File: config.mk
export PLATFORM = sky130hd
export DESIGN_NAME = acc_stim_drv
export DESIGN_NICKNAME = d
export VERILOG_FILES = /design/src/rtl/acc_pkg.sv /design/src/rtl/acc_txn_fifo.sv /design/src/rtl/acc_stim_drv.sv
export SDC_FILE = /design/constraint.sdc
export NUM_CORES = 1
export LEC_CHECK = 0
export BUFFER_PORTS_ARGS = -buffer_cell sky130_fd_sc_hd__buf_4
export CORE_MARGIN = 1.5
export CORE_UTILIZATION = 35
export DETAILED_ROUTE_END_ITERATION = 16
export PLACE_DENSITY = 0.59
export SETUP_SLACK_MARGIN = 0.1
export SKIP_LAST_GASP = 1
export SYNTH_ARGS = -nofsm -noshare
export SYNTH_HDL_FRONTEND = slang
export SYNTH_HIERARCHICAL = 1
export SYNTH_SLANG_ARGS = --single-unit
File: constraint.sdc
create_clock -name clk -period 4.37 [get_ports clk]
set_clock_uncertainty 0.15 [all_clocks]
set_input_delay 1.0925 -clock clk [delete_from_list [all_inputs] [get_ports clk]]
set_output_delay 1.0925 -clock clk [all_outputs]
set_load 0.005 [all_outputs]
File: src/rtl/acc_pkg.sv
// Shared types for the accumulator DUT and its stimulus driver.
package acc_pkg;

  localparam int unsigned DATA_W = 8;

  typedef logic [DATA_W-1:0] data_t;

  // One queued stimulus transaction; rst_cmd marks an in-band DUT reset request.
  typedef struct packed {
    data_t a;
    data_t b;
    logic  acc;
    logic  en;
    logic  rst_cmd;
  } acc_txn_t;

  typedef enum logic [1:0] {
    INIT,
    RUN,
    DRAIN,
    RSTSEQ
  } drv_state_e;

endpackage

File: src/rtl/acc_txn_fifo.sv
// First-word-fall-through FIFO of stimulus transactions.
module acc_txn_fifo
  import acc_pkg::*;
#(
  parameter int unsigned DEPTH = 8
) (
  input  logic     clk,
  input  logic     rst,
  input  logic     push,
  input  logic     pop,
  input  acc_txn_t din,
  output acc_txn_t dout,
  output logic     full,
  output logic     empty
);

  localparam int unsigned AW = $clog2(DEPTH);

  acc_txn_t          mem_q [DEPTH];
  logic [AW-1:0]     wr_ptr_q;
  logic [AW-1:0]     rd_ptr_q;
  logic [AW:0]       cnt_q;
  logic              do_push;
  logic              do_pop;

  assign full    = (cnt_q == (AW+1)'(DEPTH));
  assign empty   = (cnt_q == '0);
  assign do_push = push && !full;
  assign do_pop  = pop && !empty;
  assign dout    = mem_q[rd_ptr_q];

  // Storage array; contents are don't-care until written.
  always_ff @(posedge clk) begin
    if (do_push) mem_q[wr_ptr_q] <= din;
  end

  // Pointers and occupancy; pointers wrap naturally since DEPTH is a power of 2.
  always_ff @(posedge clk or posedge rst) begin
    if (rst) begin
      wr_ptr_q <= '0;
      rd_ptr_q <= '0;
      cnt_q    <= '0;
    end else begin
      if (do_push) wr_ptr_q <= wr_ptr_q + AW'(1);
      if (do_pop)  rd_ptr_q <= rd_ptr_q + AW'(1);
      case ({do_push, do_pop})
        2'b10:   cnt_q <= cnt_q + (AW+1)'(1);
        2'b01:   cnt_q <= cnt_q - (AW+1)'(1);
        default: cnt_q <= cnt_q;
      endcase
    end
  end

endmodule

File: src/rtl/acc_stim_drv.sv
// Stimulus driver: queues transactions, replays them to the accumulator DUT
// with in-band reset commands, and returns each sampled result tagged with an id.
module acc_stim_drv
  import acc_pkg::*;
#(
  parameter int unsigned DEPTH      = 8,
  parameter int unsigned RST_CYCLES = 2,
  parameter int unsigned DUT_LAT    = 1,
  parameter int unsigned ID_W       = 8
) (
  input  logic            clk,
  input  logic            rst,
  input  logic            req_valid,
  output logic            req_ready,
  input  data_t           req_a,
  input  data_t           req_b,
  input  logic            req_acc,
  input  logic            req_en,
  input  logic            req_rst,
  output data_t           dut_a,
  output data_t           dut_b,
  output logic            dut_acc,
  output logic            dut_acc_en_n,
  output logic            dut_rst_n,
  input  data_t           dut_y,
  output logic            rsp_valid,
  output data_t           rsp_y,
  output logic [ID_W-1:0] rsp_id,
  output logic            busy
);

  localparam int unsigned CNT_W = (RST_CYCLES > 1) ? $clog2(RST_CYCLES) : 1;
  localparam logic [CNT_W-1:0] CNT_LOAD = CNT_W'(RST_CYCLES - 1);

  drv_state_e                   state_q;
  logic [CNT_W-1:0]             rcnt_q;
  logic [ID_W-1:0]              id_q;
  data_t                        dut_a_q;
  data_t                        dut_b_q;
  logic                         dut_acc_q;
  logic                         dut_acc_en_n_q;
  logic                         dut_rst_n_q;
  logic [DUT_LAT:0]             pvld_q;
  logic [DUT_LAT:0][ID_W-1:0]   pid_q;
  logic                         rsp_valid_q;
  data_t                        rsp_y_q;
  logic [ID_W-1:0]              rsp_id_q;

  acc_txn_t head;
  acc_txn_t req_txn;
  logic     fifo_full;
  logic     fifo_empty;
  logic     push_c;
  logic     pop_c;
  logic     ins_c;
  logic     pipe_busy_c;

  assign req_txn     = '{a: req_a, b: req_b, acc: req_acc, en: req_en, rst_cmd: req_rst};
  assign req_ready   = !fifo_full && (state_q != INIT);
  assign push_c      = req_valid && req_ready;
  assign pipe_busy_c = |pvld_q;
  // A data transaction leaves the FIFO and enters the response pipe this cycle.
  assign ins_c       = (state_q == RUN) && !fifo_empty && !head.rst_cmd;
  // A reset command is consumed only once every outstanding response is collected.
  assign pop_c       = ins_c || ((state_q == DRAIN) && !fifo_empty && !pipe_busy_c);
  assign busy        = !fifo_empty || pipe_busy_c || (state_q != RUN);

  assign dut_a        = dut_a_q;
  assign dut_b        = dut_b_q;
  assign dut_acc      = dut_acc_q;
  assign dut_acc_en_n = dut_acc_en_n_q;
  assign dut_rst_n    = dut_rst_n_q;
  assign rsp_valid    = rsp_valid_q;
  assign rsp_y        = rsp_y_q;
  assign rsp_id       = rsp_id_q;

  acc_txn_fifo #(.DEPTH(DEPTH)) u_fifo (
    .clk   (clk),
    .rst   (rst),
    .push  (push_c),
    .pop   (pop_c),
    .din   (req_txn),
    .dout  (head),
    .full  (fifo_full),
    .empty (fifo_empty)
  );

  // Sequencer: reset sequencing, DUT drive registers and id tagging.
  always_ff @(posedge clk or posedge rst) begin
    if (rst) begin
      state_q        <= INIT;
      rcnt_q         <= CNT_LOAD;
      id_q           <= '0;
      dut_a_q        <= '0;
      dut_b_q        <= '0;
      dut_acc_q      <= 1'b0;
      dut_acc_en_n_q <= 1'b1;
      dut_rst_n_q    <= 1'b0;
    end else begin
      dut_acc_en_n_q <= 1'b1;
      case (state_q)
        INIT, RSTSEQ: begin
          if (rcnt_q == '0) begin
            state_q     <= RUN;
            dut_rst_n_q <= 1'b1;
          end else begin
            rcnt_q <= rcnt_q - CNT_W'(1);
          end
        end
        RUN: begin
          if (ins_c) begin
            dut_a_q        <= head.a;
            dut_b_q        <= head.b;
            dut_acc_q      <= head.acc;
            dut_acc_en_n_q <= ~head.en;
            id_q           <= id_q + ID_W'(1);
          end else if (!fifo_empty) begin
            state_q <= DRAIN;
          end
        end
        DRAIN: begin
          if (!pipe_busy_c) begin
            state_q     <= RSTSEQ;
            rcnt_q      <= CNT_LOAD;
            dut_rst_n_q <= 1'b0;
          end
        end
        default: state_q <= INIT;
      endcase
    end
  end

  // Response pipe tracks {valid, id} until the DUT result is ready to sample.
  always_ff @(posedge clk or posedge rst) begin
    if (rst) begin
      pvld_q      <= '0;
      pid_q       <= '0;
      rsp_valid_q <= 1'b0;
      rsp_y_q     <= '0;
      rsp_id_q    <= '0;
    end else begin
      pvld_q      <= {pvld_q[DUT_LAT-1:0], ins_c};
      pid_q       <= {pid_q[DUT_LAT-1:0], id_q};
      rsp_valid_q <= pvld_q[DUT_LAT];
      if (pvld_q[DUT_LAT]) begin
        rsp_y_q  <= dut_y;
        rsp_id_q <= pid_q[DUT_LAT];
      end
    end
  end

endmodule
== After elaboration in Yosys (flattened, before gate mapping) ==
Memories as Yosys holds them, arrays and structs flattened.
Index checks and enable logic that the tools add are counted.

* Add/sub/neg operators: 6
* Equality and inequality tests: 11
* Muxes and demuxes: 16
* Bitwise gates (word level): 1
* Reductions and logical operators: 26

{| class="wikitable"
|+ Operators with widths
! kind !! count
|-
| adder 8 x 1 -> 8 bit, second input constant || 1
|-
| logical AND 1 bit || 8
|-
| two-way mux 1 bit || 8
|-
| two-way mux 2 bit || 4
|-
| != test 2 bit, second input constant || 4
|-
| case mux 4 bit (2 select lines) || 1
|-
| adder 3 x 1 -> 3 bit, second input constant || 2
|-
| == test 2 bit, second input constant || 3
|-
| case mux 2 bit (3 select lines) || 1
|-
| nonzero test 2 bit || 3
|-
| adder 4 x 1 -> 4 bit, second input constant || 1
|-
| == test 2 x 1 -> 1 bit, second input constant || 2
|-
| == test 4 bit, second input constant || 1
|-
| zero test 1 bit || 4
|-
| zero test 4 bit || 1
|-
| case mux 1 bit (2 select lines) || 2
|-
| AND reduction 2 bit || 2
|-
| AND reduction 4 bit || 1
|-
| OR reduction 2 bit || 2
|-
| subtractor 4 x 1 -> 4 bit, second input constant || 1
|-
| logical OR 1 bit || 3
|-
| AND reduction 3 bit || 1
|-
| zero test 2 bit || 1
|-
| != test 2 x 1 -> 1 bit, second input constant || 1
|-
| 2 further kinds || 2
|}

* Register bits after elaboration: 75
* RAM bits: 152
* Input port bits: 30
* Output and inout port bits: 38
* Logic and storage cells: 78
* Memories: 1

{| class="wikitable"
|+ Memory list
! memory !! words !! bits a word !! rd ports !! clocked after Yosys merged registers in !! write ports !! line !! source
|-
| u_fifo.mem_q || 8 || 19 || 1 || 0 || 1 || acc_txn_fifo.sv:19 || <nowiki>acc_txn_t mem_q [DEPTH];</nowiki>
|}

== Logic depth before layout (Yosys ltp) ==
* Depth after elaboration: 8
* Mapped depth: 15
* Depth with buffers taken out: 12

== Modules after synthesis ==
Netlist, hierarchy kept.

{| class="wikitable"
|+ By module, submodules not included
! module !! instances !! cells each !! area an instance (sq um) !! sequential area each (sq um)
|-
| acc_txn_fifo || 1 || 287 || 6422.4 || 4814.6
|-
| acc_stim_drv || 1 || 188 || 2411.1 || 1629.1
|}

== Worst setup path after synthesis ==
Ideal clock, no wire load.

* Path type: reg2reg
* From: register u_fifo.rd_ptr_q[0]
* To: register u_fifo.cnt_q[3]
* Arrival time: 3498 ps
* Data required time: 4086 ps
* Setup slack: 589 ps
* Stages on the path, launching flop included: 16
* Path buffers: 3
* Clock period less this slack: 3781 ps
* Cells stage by stage: dfrtp_1 -> buf_6 -> buf_12 -> mux4_2 -> mux2_4 -> or3b_1 -> buf_6 -> inv_2 -> a31o_2 -> o41ai_2 -> inv_2 -> ha_1 -> ha_1 -> or4b_1 -> o311ai_0 -> o211ai_1

{| class="wikitable"
|+ RTL lines
! element !! line !! source
|-
| from (decl) || acc_txn_fifo.sv:21 || <nowiki>logic [AW-1:0] rd_ptr_q;</nowiki>
|-
| from (signal assigned) || acc_txn_fifo.sv:45 || <nowiki>if (do_pop) rd_ptr_q <= rd_ptr_q + AW'(1);</nowiki>
|-
| to (signal assigned) || acc_txn_fifo.sv:47 || <nowiki>2'b10: cnt_q <= cnt_q + (AW+1)'(1);</nowiki>
|-
| to (signal assigned) || acc_txn_fifo.sv:48 || <nowiki>2'b01: cnt_q <= cnt_q - (AW+1)'(1);</nowiki>
|-
| to (signal assigned) || acc_txn_fifo.sv:49 || <nowiki>default: cnt_q <= cnt_q;</nowiki>
|-
| to (decl) || acc_txn_fifo.sv:22 || <nowiki>logic [AW:0] cnt_q;</nowiki>
|}

==> flow_metrics.env <==
export IMPL_status="finished, final reports clean"
export IMPL_max_cap_violations=0
export IMPL_synth_top_area_cell="edfxtp_1"
export IMPL_numCtsBuffers=25
export IMPL_clock_root_buffer="clkbuf_16"
export IMPL_grt_use_total=0.131
export IMPL_multi_input_area_um2=2250
export IMPL_synth_seq_cells=227
export IMPL_worstSetupStartpointType="flop"
export IMPL_synth_nets=516
export IMPL_initial_core_util=0.360
export IMPL_via_per_inst=4.87
export IMPL_setup_violations=0
export IMPL_drive_gt1_frac=0.364
export IMPL_cellLeakagePower_nw=4.06
export IMPL_final_common_cell="edfxtp_1"
export IMPL_placed_cells=867
export IMPL_synth_area_um2=8830
export IMPL_ys_warn_count=6
export IMPL_worst_ep_arrival_time_ps=3870
export IMPL_holdPathStages=0
export IMPL_instances_no_fill=912
export IMPL_die_y_um=162
export IMPL_worst_pin_slew_ps=772
export IMPL_slew_viol_final=0
export IMPL_preCtsSetupSlack_ps=721
export IMPL_antenna_found_initial=0
export IMPL_die_area_um2=26200
export IMPL_placed_cell_area_um2=9790
export IMPL_drc_errors=0
export IMPL_n_fill_cell=2186
export IMPL_hold_slack_ps=197
export IMPL_required_ps=4600
export IMPL_period_needed_ps=3640
export IMPL_slew_headroom=0.485
export IMPL_hold_class="flop to flop"
export IMPL_synth_cell_types=52
export IMPL_grt_pass1_vias=4631
export IMPL_synth_top_cell_area_share=0.517
export IMPL_port_buffers=67
export IMPL_ant_nets=0
export IMPL_async_flop_share=0.330
export IMPL_ys_seq_area_frac=0.729
export IMPL_cts_tree="built"
export IMPL_clock_path_buffers=3
export IMPL_cp_max_fo=9
export IMPL_gp_congestion=0.702
export IMPL_dieWidth_um=162
export IMPL_holdBufCountCts=0
export IMPL_vias=4439
export IMPL_cts_setup_buffers=0
export IMPL_grt_overflow=0
export IMPL_synth_edf_count=152
export IMPL_netlist_instances=475
export IMPL_grt_pass1_wl_um=26300
export IMPL_tns_ps=0
export IMPL_reg2reg_to="u_fifo/cnt_q[3]"
export IMPL_rows=57
export IMPL_rr_worst_depth=12
export IMPL_regArea_um2=6440
export IMPL_dp_hpwl_um=10500
export IMPL_hold_path_end="pid_q[10]"
export IMPL_min_from="pid_q[2]"
export IMPL_io_pins=68
export IMPL_firstDrtPassIters=4
export IMPL_final_cell_mix="edfxtp_1 (152), buf_4 (86), dfrtp_1 (72)"
export IMPL_grt_max_degree=39
export IMPL_totalWireLength_um=16800
export IMPL_ys_top_cells_by_area="edfxtp_1 (52%), dfrtp_1 (21%), mux4_2 (7.9%)"
export IMPL_clock_sinks=227
export IMPL_synthFlopType="edfxtp_1"
export IMPL_fin_crit_sh=0.833
export IMPL_cts_clk_slew_worst_paths_ps=60
export IMPL_end_kind="flop"
export IMPL_coreArea_um2=24500
export IMPL_initialDrtViolationCount=313
export IMPL_setup_slack_ps=728
export IMPL_area_delta_synth_final_pct=19.8
export IMPL_insertedDiodeCount=0
export IMPL_power_density_nw_per_um2=687
export IMPL_postSynthAreaPerCell_um2=18.6
export IMPL_rrSetupSlack_ps=730
export IMPL_final_nets=611
export IMPL_peakVddDrop_mv=0.273
export IMPL_stdcell_area_um2=10600
export IMPL_clk_latency_ps=510
export IMPL_clock_fmax_mhz=275
export IMPL_finalHoldViolations=0
export IMPL_wl_per_cell_um=18.4
export IMPL_r2r_start="u_fifo/rd_ptr_q[0]"
export IMPL_cts_htree_levels=1
export IMPL_post_cts_resized=0
export IMPL_critical_path_class="flop to flop"
export IMPL_rsz0062_at_grt="no"
## synth_stat cells (2+ instances only)
library cell / number
edfxtp_1: 152
dfrtp_1: 73
nand2_1: 63
mux4_2: 31
mux2_2: 25
ha_1: 10
mux2_4: 10
inv_1: 9
nor2_1: 9
xnor2_1: 9
mux4_1: 7
buf_2: 6
clkbuf_1: 6
nand3_1: 5
nand4_1: 4
a21oi_1: 3
buf_6: 3
inv_2: 3
nand2b_1: 3
nor3_1: 3
xor2_1: 3
a211oi_1: 2
buf_4: 2
dfstp_2: 2
mux2_1: 2
mux2i_1: 2
nor3_2: 2
nor3b_1: 2
## critical path: stages (launching register included)
cell      delay [ps]
dfrtp_2          400
mux4_1           570
mux2_4           290
or3b_1           380
inv_2             70
a31o_2           100
o41ai_2          100
inv_2             90
ha_1             310
ha_1             340
or4b_1           480
o311ai_0         110
o211ai_1         120
## kinds of logic (layout without fill, tap and decap cells)
group                      Yosys count  count (layout)  synth area share
DFF                                227             227             0.729
and+or+nand+nor                    101             101            0.0534
muxes                               77              77             0.154
buffers and inverters               30             143            0.0188
AOI/OAI and AO/OA                   16              16            0.0146
xor gates and xnor gates            13              13            0.0137
adders and majority gates           11              11            0.0164
## metal layers
layer  wire length, µm  vias to the layer above  global-route usage
met5                 0                        -                   0
met4               343                        0              0.0346
met3               844                       25              0.0258
met2              8330                      109               0.220
met1              7290                     2291               0.175
li1                  -                     2014                   -
## report_power, final
| group | total (mW) | internal [mW] | switching, mW |
|---|---|---|---|
| logic | 2.21 | 1.13 | 1.08 |
| clock network | 2.00 | 1.20 | 0.800 |
| registers | 3.05 | 2.80 | 0.253 |
| total | 7.27 | 5.14 | 2.13 |
## worst max-delay path by stage
stage | cells after the start | end | start
6_report | 12 | u_fifo/cnt_q[3] | u_fifo/rd_ptr_q[0]
3_5_place_dp | 12 | u_fifo/cnt_q[3] | u_fifo/rd_ptr_q[0]
5_1_grt | 12 | u_fifo/cnt_q[3] | u_fifo/rd_ptr_q[0]
4_1_cts | 12 | u_fifo/cnt_q[3] | u_fifo/rd_ptr_q[0]
2_1_floorplan | 15 | u_fifo/cnt_q[3] | u_fifo/rd_ptr_q[0]
3_3_place_gp | 12 | u_fifo/cnt_q[3] | u_fifo/rd_ptr_q[0]
## area by class of cell
type	instances	share of cell area
Inverter	12	0.00425
Clock buffer	36	0.0681
Multi-Input combinational cell	218	0.212
Timing Repair Buffer	86	0.0610
Clock inverter	9	0.00721
Tap cell	324	0.0383
Sequential cell	227	0.609
## flip-flops by register name (all words and copies together), names as in the netlist
register and cells:
rsp_id 8, id_q 8, u_fifo/rd_ptr_q 3, rsp_valid 1, dut_acc_en_n 1, rsp_y 8
state_q 2, pvld_q 2, rcnt_q 1, dut_rst_n 1, u_fifo/wr_ptr_q 3, u_fifo/cnt_q 4
u_fifo/mem_q 152, dut_acc 1, dut_a 8, dut_b 8, pid_q 16
## metrics by stage
step | util | total power [mW]
floorplan | - | 4.62
global placement | 0.399 | 5.28
detailed placement | 0.399 | 5.36
CTS | 0.432 | 7.39
global route | 0.432 | 7.70
finish | 0.432 | 7.27
(Power assumes the default switching activity.)
